`src/rtl/hazard_ctrl.sv`:
```
// ----------------------------------------------------------------------------
// hazard_ctrl
//
// Stall/flush controller for the 5-stage core. Each cycle it decides whether
// the pipeline registers capture, hold or clear. It handles load-use stalls,
// taken-branch flushes and multi-cycle data-memory waits. A watchdog locks the
// block into ERROR if a memory access never completes. A saturating counter
// records how many cycles the PC register was held.
//
// Ports
//   clk_i        clock, rising edge
//   rst_n_i      asynchronous active-low reset
//   rs1D_i       decode source register 1
//   rs2D_i       decode source register 2
//   rdE_i        execute destination register
//   mem_readE_i  execute instruction is a load
//   pc_srcE_i    taken branch/jump resolved in execute
//   mem_reqM_i   memory stage holds a valid data-memory access
//   mem_ackM_i   data memory completes the access this cycle
//   stallF_o     hold PC register
//   stallD_o     hold fetch->decode register
//   stallE_o     hold decode->execute register
//   stallM_o     hold execute->memory register
//   flushD_o     clear fetch->decode register
//   flushE_o     clear decode->execute register
//   flushW_o     clear memory->writeback register
//   mem_err_o    sticky memory timeout flag
//   stall_cnt_o  saturating count of cycles with stallF_o high
//
// State     | meaning
// ----------+------------------------------------------------------------
// ST_RUN    | normal flow; hazards resolved by priority miss > branch > lu
// ST_MEM_WAIT| data access outstanding; pipeline frozen, watchdog counting
// ST_ERROR  | access timed out; pipeline frozen until reset
// ----------------------------------------------------------------------------
module hazard_ctrl #(
    parameter int REG_ADDR_WIDTH = 5,
    parameter int MEM_TIMEOUT    = 8,
    parameter int CNT_WIDTH      = 32
) (
    input  logic                      clk_i,
    input  logic                      rst_n_i,
    input  logic [REG_ADDR_WIDTH-1:0] rs1D_i,
    input  logic [REG_ADDR_WIDTH-1:0] rs2D_i,
    input  logic [REG_ADDR_WIDTH-1:0] rdE_i,
    input  logic                      mem_readE_i,
    input  logic                      pc_srcE_i,
    input  logic                      mem_reqM_i,
    input  logic                      mem_ackM_i,
    output logic                      stallF_o,
    output logic                      stallD_o,
    output logic                      stallE_o,
    output logic                      stallM_o,
    output logic                      flushD_o,
    output logic                      flushE_o,
    output logic                      flushW_o,
    output logic                      mem_err_o,
    output logic [CNT_WIDTH-1:0]      stall_cnt_o
);

    localparam int WAIT_W = $clog2(MEM_TIMEOUT);
    localparam logic [WAIT_W-1:0] WAIT_LAST = WAIT_W'(MEM_TIMEOUT - 1);

    typedef enum logic [1:0] {
        ST_RUN      = 2'd0,
        ST_MEM_WAIT = 2'd1,
        ST_ERROR    = 2'd2
    } state_t;

    state_t            state_q, state_d;
    logic [WAIT_W-1:0] wait_cnt_q, wait_cnt_d;

    logic lu;
    logic miss;

    assign lu   = mem_readE_i && (rdE_i != '0) &&
                  ((rdE_i == rs1D_i) || (rdE_i == rs2D_i));
    assign miss = mem_reqM_i && !mem_ackM_i;

    always_comb begin
        state_d    = state_q;
        wait_cnt_d = wait_cnt_q;
        stallF_o   = 1'b0;
        stallD_o   = 1'b0;
        stallE_o   = 1'b0;
        stallM_o   = 1'b0;
        flushD_o   = 1'b0;
        flushE_o   = 1'b0;
        flushW_o   = 1'b0;

        if (!rst_n_i) begin
            // Keep bubbles flowing into the pipe while reset is held.
            flushD_o = 1'b1;
            flushE_o = 1'b1;
            flushW_o = 1'b1;
        end else begin
            case (state_q)
                ST_RUN: begin
                    if (miss) begin
                        stallF_o   = 1'b1;
                        stallD_o   = 1'b1;
                        stallE_o   = 1'b1;
                        stallM_o   = 1'b1;
                        flushW_o   = 1'b1;
                        state_d    = ST_MEM_WAIT;
                        wait_cnt_d = '0;
                    end else if (pc_srcE_i) begin
                        // Decode holds a wrong-path instruction, so a
                        // load-use match there is irrelevant.
                        flushD_o = 1'b1;
                        flushE_o = 1'b1;
                    end else if (lu) begin
                        stallF_o = 1'b1;
                        stallD_o = 1'b1;
                        flushE_o = 1'b1;
                    end
                end
                ST_MEM_WAIT: begin
                    if (mem_ackM_i || !mem_reqM_i) begin
                        // Completion or abort: release the pipe; D/E were
                        // held so hazards get evaluated again in RUN.
                        state_d = ST_RUN;
                    end else begin
                        stallF_o = 1'b1;
                        stallD_o = 1'b1;
                        stallE_o = 1'b1;
                        stallM_o = 1'b1;
                        flushW_o = 1'b1;
                        if (wait_cnt_q == WAIT_LAST) begin
                            state_d = ST_ERROR;
                        end else begin
                            wait_cnt_d = wait_cnt_q + WAIT_W'(1);
                        end
                    end
                end
                ST_ERROR: begin
                    stallF_o = 1'b1;
                    stallD_o = 1'b1;
                    stallE_o = 1'b1;
                    stallM_o = 1'b1;
                    flushW_o = 1'b1;
                end
                default: begin
                    state_d = ST_RUN;
                end
            endcase
        end
    end

    always_ff @(posedge clk_i or negedge rst_n_i) begin
        if (!rst_n_i) begin
            state_q     <= ST_RUN;
            wait_cnt_q  <= '0;
            mem_err_o   <= 1'b0;
            stall_cnt_o <= '0;
        end else begin
            state_q    <= state_d;
            wait_cnt_q <= wait_cnt_d;
            if (state_d == ST_ERROR) begin
                mem_err_o <= 1'b1;
            end
            if (stallF_o && (stall_cnt_o != '1)) begin
                stall_cnt_o <= stall_cnt_o + CNT_WIDTH'(1);
            end
        end
    end

endmodule

```
`config.mk`:
```
export PLATFORM = sky130hd
export DESIGN_NAME = hazard_ctrl
export DESIGN_NICKNAME = d
export VERILOG_FILES = /design/src/rtl/hazard_ctrl.sv
export SDC_FILE = /design/constraint.sdc
export NUM_CORES = 1
export LEC_CHECK = 0
export ABC_CLOCK_PERIOD_IN_PS = 4900
export CAP_MARGIN = 20
export CORE_MARGIN = 5
export CORE_UTILIZATION = 40
export DETAILED_ROUTE_END_ITERATION = 12
export MAX_ROUTING_LAYER = met4
export PLACE_DENSITY = 0.66
export SYNTH_ARGS = -nofsm -noshare
export SYNTH_HDL_FRONTEND = slang
export SYNTH_SLANG_ARGS = --single-unit
```
`constraint.sdc`:
```
create_clock -name clk_i -period 4.9 [get_ports clk_i]
set_input_delay 1.47 -clock clk_i [delete_from_list [all_inputs] [get_ports clk_i]]
set_output_delay 1.47 -clock clk_i [all_outputs]
set_load 0.02 [all_outputs]
```
# Yosys cells after proc, flatten, opt, wreduce, memory -nomap -nowiden
# Cells that the tools add are included.
# Widths: inputs -> output; s select.
[totals]
register_bits = 38
input_bits = 21
elab_cells = 55
[classes]
muxes = 27
add_sub_neg = 2
reduce_logical = 12
n_eq_ne = 10
[ops]
columns = ["op", "n"]
rows = [
  ["$add 32x1->32 const B", 1],
  ["$ne 32x32->1 const B", 1],
  ["$mux 1", 16],
  ["$eq 5x5->1", 2],
  ["$mux 3", 3],
  ["$mux 2", 4],
  ["$ne 2x2->1 const B", 3],
  ["$pmux 1 s3", 2],
  ["$pmux 2 s3", 1],
  ["$pmux 3 s2", 1],
  ["$reduce_and 5->1", 1],
  ["$reduce_bool 5->1", 1],
  ["$eq 2x2->1 const B", 2],
  ["$logic_and 1x1->1", 4],
  ["$add 3x1->3 const B", 1],
  ["$eq 3x3->1 const B", 1],
  ["$eq 2x1->1 const B", 1],
  ["$logic_not 1->1", 2],
  ["$logic_not 2->1", 1],
  ["$logic_or 1x1->1", 2],
  ["$reduce_bool 2->1", 1],
]

# Logic depth before layout (Yosys ltp)
# Gate-level depths: netlist of the first run.
[depth]
word_depth = 9
ltp_mapped = 9
mapped_depth_nobuf = 7

# Worst setup path before layout of the first run
# No wires, ideal clock.
[synth_path]
path_type = "input to output"
start = "input rdE_i[4]"
end = "output stallF_o"
slack_ps = 634
required_time_ps = 3430
n_path_buf = 1
arrival_time_ps = 2796
stages = 5
path_cell_list = "xnor2_1 nand3_1 o22a_1 o21ai_0 buf_4"
[synth_between]
elab_chain_cells = 8
word_cells_on_any_way = 11
[synth_lines]
columns = ["element", "line", "source"]
rows = [
  ["start: declaration", "45", "input logic [REG_ADDR_WIDTH-1:0] rdE_i,"],
  ["$eq 5x5->1 / $reduce_bool 5->1 (equally long branches)", "77, 76", ""],
  ["$logic_or 1x1->1 / $logic_and 1x1->1 (equally long branches)", "77, 76", ""],
  ["$logic_and 1x1->1 (*)", "76", "assign lu = mem_readE_i && (rdE_i != '0) &&"],
  ["$mux 1 (*) (3 in a row)", "-", ""],
  ["$pmux 1 s3 (*)", "-", ""],
  ["$mux 1 (*)", "-", ""],
  ["end: declaration", "50", "output logic stallF_o,"],
]
# Every way passes the cells marked *; elsewhere a longest branch is shown, timed or not.

# Final worst setup path of the first run
[layout_path]
start = "input mem_reqM_i"
end = "output stallE_o"
[layout_between]
elab_chain_cells = 5
word_cells_on_any_way = 7
[layout_lines]
columns = ["element", "line", "source"]
rows = [
  ["start: declaration", "48", "input logic mem_reqM_i,"],
  ["$logic_not 1->1", "119", "if (mem_ackM_i || !mem_reqM_i) begin"],
  ["$logic_or 1x1->1", "119", ""],
  ["$mux 1", "119", ""],
  ["$pmux 1 s3 (*)", "97", "case (state_q)"],
  ["$mux 1 (*)", "91", "if (!rst_n_i) begin"],
  ["end: declaration", "52", "output logic stallE_o,"],
]
# Marks and branches as above.

==> results.cfg, run 1 <==
[worst_hold_path]
hold_path_class = register to register

[cts]
cts_tree = done
htree_levels = 2
cts_sinks = 38
clk_path_buf_depth = 2
cts_root_buf = clkbuf_8
clock_latency_ns = 0.29
cts_buffers = 5
clk_pin_slew_ns = 0.07
hold_buffers = 0

[routing]
drtIter0Drc = 38
drt_first_pass_iters = 6
drc = 0
routed-via-count = 1743
drt.antenna.violating_nets = 0
wl_um = 4636
viasPerCell = 4.952
wire_per_inst_um = 13.17

[pwr]
power_w = 0.0007361
leakage_nw = 1.230
powerDensity_nw_per_um2 = 259.4
vdd.ir_drop.worst_mv = 0.1787

[worst_setup_path]
cp_max_fo = 3
start_kind = input pin
arrival_ns = 3.24
crit_path_end_kind = primary output
criticalPathCategory = input pin to primary output
critPathRequiredTime_ns = 3.43

[timing]
slew_violations = 0
finalSetupViolations = 0
post-route-period-util_pct = 96.05
skew_ns = 0.004349
max_slew_margin_pct = 54.92
grt_setup_unrepaired = false
timing.final.ws_setup_ns = 0.1934
whs_ns = 0.4798
worst_pin_slew_ns = 0.6710
fmax_ghz = 0.2125
finalCriticalPeriod_ns = 4.707
finalHoldViolations = 0

[place]
dp_hpwl_um = 3573
numPortBuffers = 60
dpl_worst_slack_ns = -0.08127
globalplace.congestion = 0.7489

[synth]
yosys.area.top_type = dfrtp_1
synth_edf_count = 0
ys_seq_area_share_pct = 46.63
syn_area_um2 = 2039
synth_top_area_share_pct = 46.63
synth-async-reset-ratio_pct = 100.0
synth_ff_type = dfrtp_1
yosys.cell_count.top_type = dfrtp_1
synthCells = 212
syn_nets = 236
ys_ff_latch = 38
synthTopCellsByCount = dfrtp_1 (38), nand2_1 (31), xor2_1 (21), xnor2_1 (20), nor3_1 (16)
synth_cell_type_count = 38
yosys-top-cells-area = dfrtp_1 (47%), xor2_1 (9.0%), xnor2_1 (8.6%)
yosys_warnings = 0
syn_avg_cell_area_um2 = 9.620

[finish]
n_fill_cell = 470
drive_gt1_share_pct = 8.865
nets = 305
final_util_pct = 56.28
diodes = 0
area_delta_synth_final_pct = 39.14

[global_route]
antenna_found_initial = 0
grt_max_degree = 43
grt_pass1_vias = 1723
grt_first_pass_wirelength_um = 7824
grt_overflow = 0
track_usage_pct = 16.09

[floorplan]
fp.dieArea_um2 = 6627
core_area_um2 = 5042
fp-row-count = 26
die_h_um = 81.41
die_x_um = 81.41
initial_core_util_pct = 40.45
ios = 61

[run_status]
status = finished, final reports clean

[run]
drv_cap = 0
cells in the final DEF (no fill, tap or decap), drive strengths merged, types with 7 or more instances in the layout:
cell type,count
nand3,11
nand4,8
dfrtp,38
inv,7
nor2,13
xnor2,20
nor3,16
xor2,21
clkdlybuf4s50,56
nand2,31
clkbuf,7
buf,10
o21ai,7
registers in the layout (all words and copies together), names as in the netlist:
signal,cells
mem_err_o,1
wait_cnt_q,3
stall_cnt_o,32
state_q,2
timing repair:
action	4_1_cts	5_1_grt
endpoints found under the hold margin	0	0
endpoints found under the setup margin	2	3
gates resized for setup	2	2
buffers inserted	0	0
worst max-delay path, cell delays in order:
cell and delay (ns):
clkdlybuf4s50_1 0.47, nor3b_1 0.27, o21ai_0 0.18, buf_4 0.17
inv_1 0.07, clkdlybuf4s50_1 0.61
stage by stage:
step	setup TNS (ns)	cells	area (um2)
global placement	-0.1174	344	2746
global route	0	352	2838
detailed placement	-0.1595	344	2746
floorplan	0	212	2039
finish	0	352	2838
CTS	0	352	2835
layout make-up:
cell class / instances / area [um2] / share of cell area [%]
multi-input cells: 160 / 1018 / 35.89
flip-flops and latches: 38 / 950.9 / 33.51
repair buffers: 69 / 663.1 / 23.37
well taps: 70 / 87.58 / 3.086
clock buffers: 7 / 86.33 / 3.042
inverters: 7 / 26.28 / 0.9259
clock inverters: 1 / 5.005 / 0.1764
worst paths after layout:
check / to / from / depth (start not counted) / slack, ns
max: stallE_o / mem_reqM_i / 6 / 0.19
max in group asynchronous: stall_cnt_o[8] / rst_n_i / 2 / 3.26
min: mem_err_o / mem_err_o / 1 / 0.48
min in group asynchronous: stall_cnt_o[29] / rst_n_i / 2 / 1.30
max reg2reg: stall_cnt_o[16] / stall_cnt_o[11] / 7 / 2.26
min reg2reg: mem_err_o / mem_err_o / 1 / 0.48
routing by layer:
metal | global-route usage (%) | part of all wire [%]
met1 | 19.71 | 45
met3 | 3.548 | 6.3
met5 | - | 0
met2 | 25.65 | 47
met4 | 6.588 | 1.8
report_power, final:
group          switching [W]  internal (W)
Clock               0.000108      0.000114
Sequential         0.0000266      0.000334
Combinational      0.0000725     0.0000812
Total               0.000207      0.000529
kinds of logic (layout without fill, tap and decap cells):
logic type | count (synthesis) | count (layout) | synth area share, %
compound gates | 14 | 14 | 4.663
xor+xnor | 41 | 41 | 17.61
fa+ha+maj | 3 | 3 | 1.841
buf+inv | 14 | 84 | 3.436
flops | 38 | 38 | 46.63
mux | 1 | 1 | 0.5521
simple gates | 101 | 101 | 25.28
No activity file was read; power rests on OpenSTA's default activity.
==> inputs of run 2 (changes only) <==
--- a/config.mk
+++ b/config.mk
@@ -12,6 +12,7 @@
 export DETAILED_ROUTE_END_ITERATION = 12
 export MAX_ROUTING_LAYER = met4
 export PLACE_DENSITY = 0.66
+export RECOVER_POWER = 25
 export SYNTH_ARGS = -nofsm -noshare
 export SYNTH_HDL_FRONTEND = slang
 export SYNTH_SLANG_ARGS = --single-unit
==> run 2 against run 1 <==
Power about the same. Utilization hardly changed. Fmax did not move. Critical endpoint unchanged. Via count up 0.17%.
==> results.cfg, run 2 (same netlist as run 1, synthesis figures left out) <==
[run_status]
status = finished, final reports clean

[timing]
finalCriticalPeriod_ns = 4.707
max_slew_margin_pct = 54.92
grt_setup_unrepaired = false
timing.final.ws_setup_ns = 0.1934
whs_ns = 0.4798
fmax_ghz = 0.2125
fin_setup_tns_ns = 0
post-route-period-util_pct = 96.05
finalHoldViolations = 0
slew_violations = 0
skew_ns = 0.004349
worst_pin_slew_ns = 0.6710
finalSetupViolations = 0

[run]
drv_cap = 0

[pwr]
vdd.ir_drop.worst_mv = 0.1787
leakage_nw = 1.227
powerDensity_nw_per_um2 = 259.5

[place]
globalplace.congestion = 0.7489
dp_cells = 344
dp_hpwl_um = 3573
dpl_worst_slack_ns = -0.08127
numPortBuffers = 60

[floorplan]
ios = 61
fp.dieArea_um2 = 6627
initial_core_util_pct = 40.45
fp-row-count = 26
die_x_um = 81.41
core_area_um2 = 5042
die_h_um = 81.41

[global_route]
grt_pass1_vias = 1723
grtUsageMet2_pct = 25.65
grt_first_pass_wirelength_um = 7824
grtUsageMet1_pct = 19.71
grt_overflow = 0
antenna_found_initial = 0
busiest_layer = met2
track_usage_pct = 16.09
grt_max_degree = 43
gr-usage-met3_pct = 3.548

[worst_setup_path]
rr_endpoint = stall_cnt_o[16]
criticalPathCategory = input pin to primary output
ff2ff_setup_slack_ns = 2.26
critPathRequiredTime_ns = 3.43
start_kind = input pin
crit_start = mem_reqM_i
cp_max_fo = 3
crit_path_end_kind = primary output
arrival_ns = 3.24
reg2reg_depth = 7
timing.rr.start = stall_cnt_o[11]

[cts]
hold_buffers = 0
cts_sinks = 38
clk_path_buf_depth = 2
cts_setup_buffers = 0
cts_tree = done
clock_latency_ns = 0.29
htree_levels = 2
cts_buffers = 5
cts_root_buf = clkbuf_8
clk_pin_slew_ns = 0.07

[routing]
drt.antenna.violating_nets = 0
drt_first_pass_iters = 6
viasPerCell = 4.960
wire_per_inst_um = 13.16
drtIter0Drc = 38
routed-via-count = 1746
drc = 0
wl_um = 4631

[worst_hold_path]
min-delay-start = mem_err_o
min_path_cells = 1
hold_path_class = register to register
holdPathEnd = mem_err_o

[finish]
drive_gt1_share_pct = 8.511
largest_register_ffs = 32
final_util_pct = 56.25
max_flop_register = stall_cnt_o
diodes = 0
final_cell_mix = clkdlybuf4s50_1 (56), dfrtp_1 (38), nand2_1 (31)
mostFrequentLayoutCell = clkdlybuf4s50_1
nets = 305
reg_top3 = stall_cnt_o (32), wait_cnt_q (3), state_q (2)
fin_cells = 352
area_delta_synth_final_pct = 39.08
==> run 2: cell count changes in the layout (fill, tap and decap cells not counted) <==
cell      delta
buf_2        -1
clkbuf_1     +1
==> run 2: how the worst max path moves through the flow <==
stage / endpoint / cells after the start
6_report: stallE_o / 6
5_1_grt: stallD_o / 6
4_1_cts: flushE_o / 7
3_5_place_dp: stallF_o / 5
3_3_place_gp: stallF_o / 6
2_1_floorplan: stallF_o / 5
==> run 2: routing by layer <==
metal | vias to the layer above | share of wire [%]
met2 | 64 | 47
li1 | 864 | -
met5 | - | 0
met4 | 0 | 1.8
met1 | 812 | 45
met3 | 6 | 6.3
==> run 2: cell type report <==
cell class	count	area [um2]
fill	469	2206
multi-input combinational	160	1018
sequential	38	950.9
timing repair buffer	69	661.9
tap	70	87.58
clock buffer	7	86.33
inverter	7	26.28
clock inverter	1	5.005
==> run 2: what timing repair did <==
| action | 4_1_cts | 5_1_grt |
|---|---|---|
| setup endpoints to repair | 2 | 3 |
| gates cloned | 0 | 0 |
| resized for setup | 2 | 2 |
| pin swaps | 0 | 0 |
==> run 2: metrics by stage <==
stage          cell area (um2)  total power [W]
3_5_place_dp              2746        0.0005237
3_3_place_gp              2746        0.0005223
5_1_grt                   2836        0.0007804
2_1_floorplan             2039        0.0004365
4_1_cts                   2835        0.0007457
6_report                  2836        0.0007360
==> run 2: worst max-delay path, stage by stage <==
cell and delay [ns]:
clkdlybuf4s50_1 0.47, nor3b_1 0.27, o21ai_0 0.18, buf_4 0.17
inv_1 0.07, clkdlybuf4s50_1 0.61
==> run 2: power breakdown <==
group	switching, W	total (W)	leakage, nW	internal [W]
clock network	0.000108	0.000221	0.0482	0.000114
registers	0.0000266	0.000361	0.500	0.000334
logic	0.0000725	0.000154	0.678	0.0000811
total	0.000207	0.000736	1.23	0.000529
==> RTL change 1: new RTL, settings of run 2 <==
Re-encode `state_t` (3 states) as one-hot, 3 bits wide.
--- a/src/rtl/hazard_ctrl.sv
+++ b/src/rtl/hazard_ctrl.sv
@@ -63,6 +63,6 @@
 
-    typedef enum logic [1:0] {
-        ST_RUN      = 2'd0,
-        ST_MEM_WAIT = 2'd1,
-        ST_ERROR    = 2'd2
+    typedef enum logic [2:0] {
+        ST_RUN      = 3'b001,
+        ST_MEM_WAIT = 3'b010,
+        ST_ERROR    = 3'b100
     } state_t;
Formal check against the unedited RTL: no difference found for any inputs over 10 cycles, from zero or initial values and one cycle with rst_n_i low; not proved beyond that.
==> RTL change 1 against run 2 <==
- critical path depth is the same
- setup slack worse by 120 ps
- synthesized area is 6.3% higher
- sequential cell count increased by 1
- routed wire length up 0.30%
- power decreased by 1.3%
- non-clock buffer count is 1 lower
- design area grew 4.3%
- sequential share of layout area fell by 0.49 points
- hold slack improved by 6.9 ps
- clock power decreased by 7%
==> RTL change 1: results (changes against run 2) <==
{| class="wikitable"
! Metric !! Value
|-
| Leakage power summed over all cells || 1.35 nW (was 1.23 nW)
|-
| Finished Layout Cells || 347 (was 352)
|-
| Worst stage delay on the critical path || 560 ps (was 610 ps)
|-
| Largest net degree at the start of global routing || 44 (was 43)
|-
| Share of layout cells above drive strength 1 || 11.9% (was 8.51%)
|-
| Largest registers || stall_cnt_o x32, state_q x3, wait_cnt_q x3 (was stall_cnt_o x32, wait_cnt_q x3, state_q x2)
|-
| DR WL/cell || 13.4 um (was 13.2 um)
|-
| Filler cell count || 450 (was 469)
|-
| Gate count after technology mapping || 207 (was 212)
|-
| Compound-cell area share of the yosys netlist || 7.45% (was 4.66%)
|-
| Number of cells after detailed placement || 339 (was 344)
|-
| Overall Global Routing Usage || 14.0% (was 16.1%)
|-
| Xor/xnor share of the synthesized area || 16.2% (was 17.6%)
|-
| Worst IR Drop VDD || 0.316 mV (was 0.179 mV)
|-
| Number of nets in the synthesized netlist || 231 (was 236)
|-
| Synth top cells by count || 38 x dfrtp_1, 30 x xnor2_1, 19 x nand2_1, 15 x nand3_1, 13 x nand4_1 (was 38 x dfrtp_1, 31 x nand2_1, 21 x xor2_1, 20 x xnor2_1, 16 x nor3_1)
|-
| Sequential element share of the synthesized area || 45.1% (was 46.6%)
|-
| Vias after detailed routing || 1,699 (was 1,746)
|-
| Portion of netlist area occupied by mux cells || 1.21% (was 0.552%)
|-
| Worst Skew || 4.72 ps (was 4.35 ps)
|-
| Unique cell type count in the Yosys netlist || 46 (was 38)
|-
| Critical Path AT || 3350 ps (was 3240 ps)
|-
| Initial DRT Pass Iterations || 4 (was 6)
|-
| Outcome || complete, no violations (unchanged)
|-
| Vias in the first global route || 1,626 (was 1,723)
|-
| Arithmetic-cell share of the synthesized area counting full adders, half adders and majority gates || 1.73% (was 1.84%)
|-
| # nets final || 300 (was 305)
|}
RTL change 1: changes by cell type after synthesis, sizes merged, moves of 4 or more:
cell / run 2 / this run
xor2: 21 / 10
xnor2: 20 / 30
nand3: 11 / 15
nand4: 8 / 13
nor3: 16 / 5
and3: 0 / 8
nand2: 31 / 20
RTL change 1: power breakdown:
part | switching (W) | internal (W) | leakage [nW] | total, W
clock | 0.000105 | 0.0000998 | 0.0422 | 0.000205
combinational | 0.0000702 | 0.0000813 | 0.778 | 0.000151
sequential | 0.0000292 | 0.000341 | 0.535 | 0.000370
RTL change 1: cell type report:
class | instances | area share, %
Tap cell | 70 | 2.96
Inverter | 4 | 0.508
Multi-Input combinational cell | 158 | 38.5
Clock inverter | 1 | 0.169
Sequential cell | 39 | 33.0
Timing Repair Buffer | 68 | 22.3
Clock buffer | 7 | 2.58
RTL change 1: worst register-to-register path, stage by stage (launching register included):
cell and delay, ps:
dfstp_2 590, nor2b_1 210, nand2b_1 160, a32o_2 210
a21oi_2 50, buf_4 140, a31oi_2 320, buf_4 280
mux2_4 310
RTL change 1: worst paths after layout:
kind,start,endpoint,cells past startpoint,slack [ps]
setup / recovery,rdE_i[3],flushE_o,6,80
hold / removal,mem_err_o,mem_err_o,1,490
setup reg to reg,state_q[0],stall_cnt_o[1],8,2520
hold reg to reg,mem_err_o,mem_err_o,1,490
max in group asynchronous,rst_n_i,state_q[0],2,3120
min in group asynchronous,rst_n_i,mem_err_o,2,1420
RTL change 1: logic make-up (layout without fill, tap and decap cells):
group                      after synthesis  after routing
DFF                                     39             39
AOI/OAI and AO/OA                       19             19
and+or+nand+nor                         94             94
buffers and inverters                   10             80
muxes                                    2              2
adders and majority gates                3              3
xor gates and xnor gates                40             40
RTL change 1: metrics by stage:
step                cell area [um^2]  utilization, %  worst slack, ps
finish                          2960            57.2             77.2
global route                    2960            57.2             20.7
CTS                             2950            57.0             18.9
detailed placement              2870            55.4             18.9
global placement                2870            55.4             36.9
floorplan                       2170               -              741
RTL change 1: metal layers:
layer | track usage (%) | routed length, um
met1 | 18.1 | 2210
met2 | 21.5 | 2190
met3 | 4.05 | 193
met4 | 4.24 | 59
met5 | - | 0
RTL change 1: timing repair:
item / in CTS / in global routing
setup endpoints to repair: 0 / 3
hold buffers: 0 / 0
setup buffers: 0 / 0
resized for setup: 0 / 3
==> RTL change 2: new RTL, flow settings as in run 2 <==
Without the edit above. Set the parameter `CNT_WIDTH` to 24 (it was 32).
--- a/src/rtl/hazard_ctrl.sv
+++ b/src/rtl/hazard_ctrl.sv
@@ -38,3 +38,3 @@
     parameter int MEM_TIMEOUT    = 8,
-    parameter int CNT_WIDTH      = 32
+    parameter int CNT_WIDTH      = 24
 ) (
Ports: changed (resized stall_cnt_o); port bits go from 61 to 53. The function was not compared with the original's and may differ.
==> RTL change 2 against run 2 <==
- power shrank 5.8%
- critical endpoint is now stallD_o
- setup slack lost 17 ps
- combinational power grew 17%
- final cell count shrank 21%
- routed wire length shrank 9.9%
- via count shrank 17%
- largest power group unchanged
- design area shrank 18%
- sequential cell count shrank 8
- critical path type unchanged
- synthesized area shrank 20%
==> RTL change 2: results (changes against run 2) <==
{| class="wikitable"
! Metric !! Value
|-
| First DRT Iteration DRCs || 52 (was 38)
|-
| Synth top cells by count || 30 x dfrtp_1, 30 x xnor2_1, 20 x nand2_1, 14 x nand3_1, 14 x nand4_1 (was 38 x dfrtp_1, 31 x nand2_1, 21 x xor2_1, 20 x xnor2_1, 16 x nor3_1)
|-
| DR WL/cell || 15.0 um (was 13.2 um)
|-
| Sequential element share of the synthesized area || 46.0% (was 46.6%)
|-
| Worst stage delay on the critical path || 540 ps (was 610 ps)
|-
| Met2 Routed Length || 2000 um (was 2160 um)
|-
| Global Route met3 Usage || 4.38% (was 3.55%)
|-
| Largest net degree at the start of global routing || 24 (was 43)
|-
| Unique cell type count in the Yosys netlist || 33 (was 38)
|-
| Vias in the first global route || 1,523 (was 1,723)
|-
| R2r startpoint || stall_cnt_o[4] (was stall_cnt_o[11])
|-
| Final weighted congestion in routability-driven placement || 0.867 (was 0.749)
|-
| Internal power consumption || 0.000474 W (was 0.000529 W)
|-
| Worst IR Drop VDD || 0.187 mV (was 0.179 mV)
|-
| Vias after detailed routing || 1,443 (was 1,746)
|-
| Total wire length after detailed routing || 4170 um (was 4630 um)
|-
| Number of cells after detailed placement || 270 (was 344)
|-
| Number of nets in the synthesized netlist || 191 (was 236)
|-
| Critical Path AT || 3250 ps (was 3240 ps)
|-
| End of the critical path || stallD_o (was stallE_o)
|-
| Outcome || complete, no violations (unchanged)
|-
| Relative slew margins || 40.5% (was 54.9%)
|-
| Gate count after technology mapping || 167 (was 212)
|-
| Most area-consuming cells after synthesis || dfrtp_1 46%, xnor2_1 16%, nand4_1 5.4% (was dfrtp_1 47%, xor2_1 9.0%, xnor2_1 8.6%)
|-
| Share of layout cells above drive strength 1 || 7.46% (was 8.51%)
|-
| Largest registers || stall_cnt_o x24, wait_cnt_q x3, state_q x2 (was stall_cnt_o x32, wait_cnt_q x3, state_q x2)
|-
| Leakage power summed over all cells || 0.988 nW (was 1.23 nW)
|-
| Cell with the largest stage delay on the worst path || or4_1 (was clkdlybuf4s50_1)
|-
| Overall Global Routing Usage || 18.1% (was 16.1%)
|-
| Timing startpoint of the critical path || rdE_i[1] (was mem_reqM_i)
|-
| Met3 layer wire length in the routed design || 213 um (was 292 um)
|-
| Initial DRT Pass Iterations || 4 (was 6)
|}
RTL change 2: cell types whose count changed in the layout (fill, tap and decap cells not counted), moves of 3 or more:
cell and change:
xor2_1 -20, nand3_1 +4, a21oi_1 +3, and3_1 +8, nor2_1 -9, nor3_1 -15, clkdlybuf4s50_1 -8, dfrtp_1 -8
nor4_1 -5, and4_1 +4, nand4_1 +6, xnor2_1 +10, nand2_1 -11
RTL change 2: logic make-up (layout without fill, tap and decap cells):
kind of cell / Yosys count / in the layout / share of synthesized area, %
compound gates: 17 / 17 / 6.67
flops: 30 / 30 / 46.0
xor+xnor: 31 / 31 / 16.6
simple gates: 73 / 73 / 24.1
buf+inv: 12 / 73 / 3.37
fa+ha+maj: 3 / 3 / 2.30
mux: 1 / 1 / 0.920
RTL change 2: metrics by stage:
step / utilization (%) / hold slack, ps
5_1_grt: 58.6 / 525
6_report: 58.6 / 484
2_1_floorplan: - / 454
4_1_cts: 58.6 / 483
3_5_place_dp: 56.4 / 469
3_3_place_gp: 56.4 / 462
RTL change 2: repair_timing:
action                     4_1_cts  5_1_grt
setup buffers                    0        0
setup endpoints to repair        2        1
gates resized for setup          2        1
RTL change 2: area by class of cell:
class / count / area [um^2]
clock inverters: 1 / 5.00
fillers: 327 / 1650
inverters: 5 / 18.8
repair buffers: 60 / 577
well taps: 50 / 62.6
flip-flops and latches: 30 / 751
multi-input cells: 125 / 826
clock buffers: 7 / 86.3
RTL change 2: power by group through the flow:
stage	logic, W	registers (W)	clock network (W)
after floorplan	0.0000664	0.000324	0
after global placement	0.000177	0.000304	0
after detailed placement	0.000184	0.000308	0
after CTS	0.000183	0.000304	0.000217
after global routing	0.000197	0.000309	0.000227
final	0.000180	0.000304	0.000209
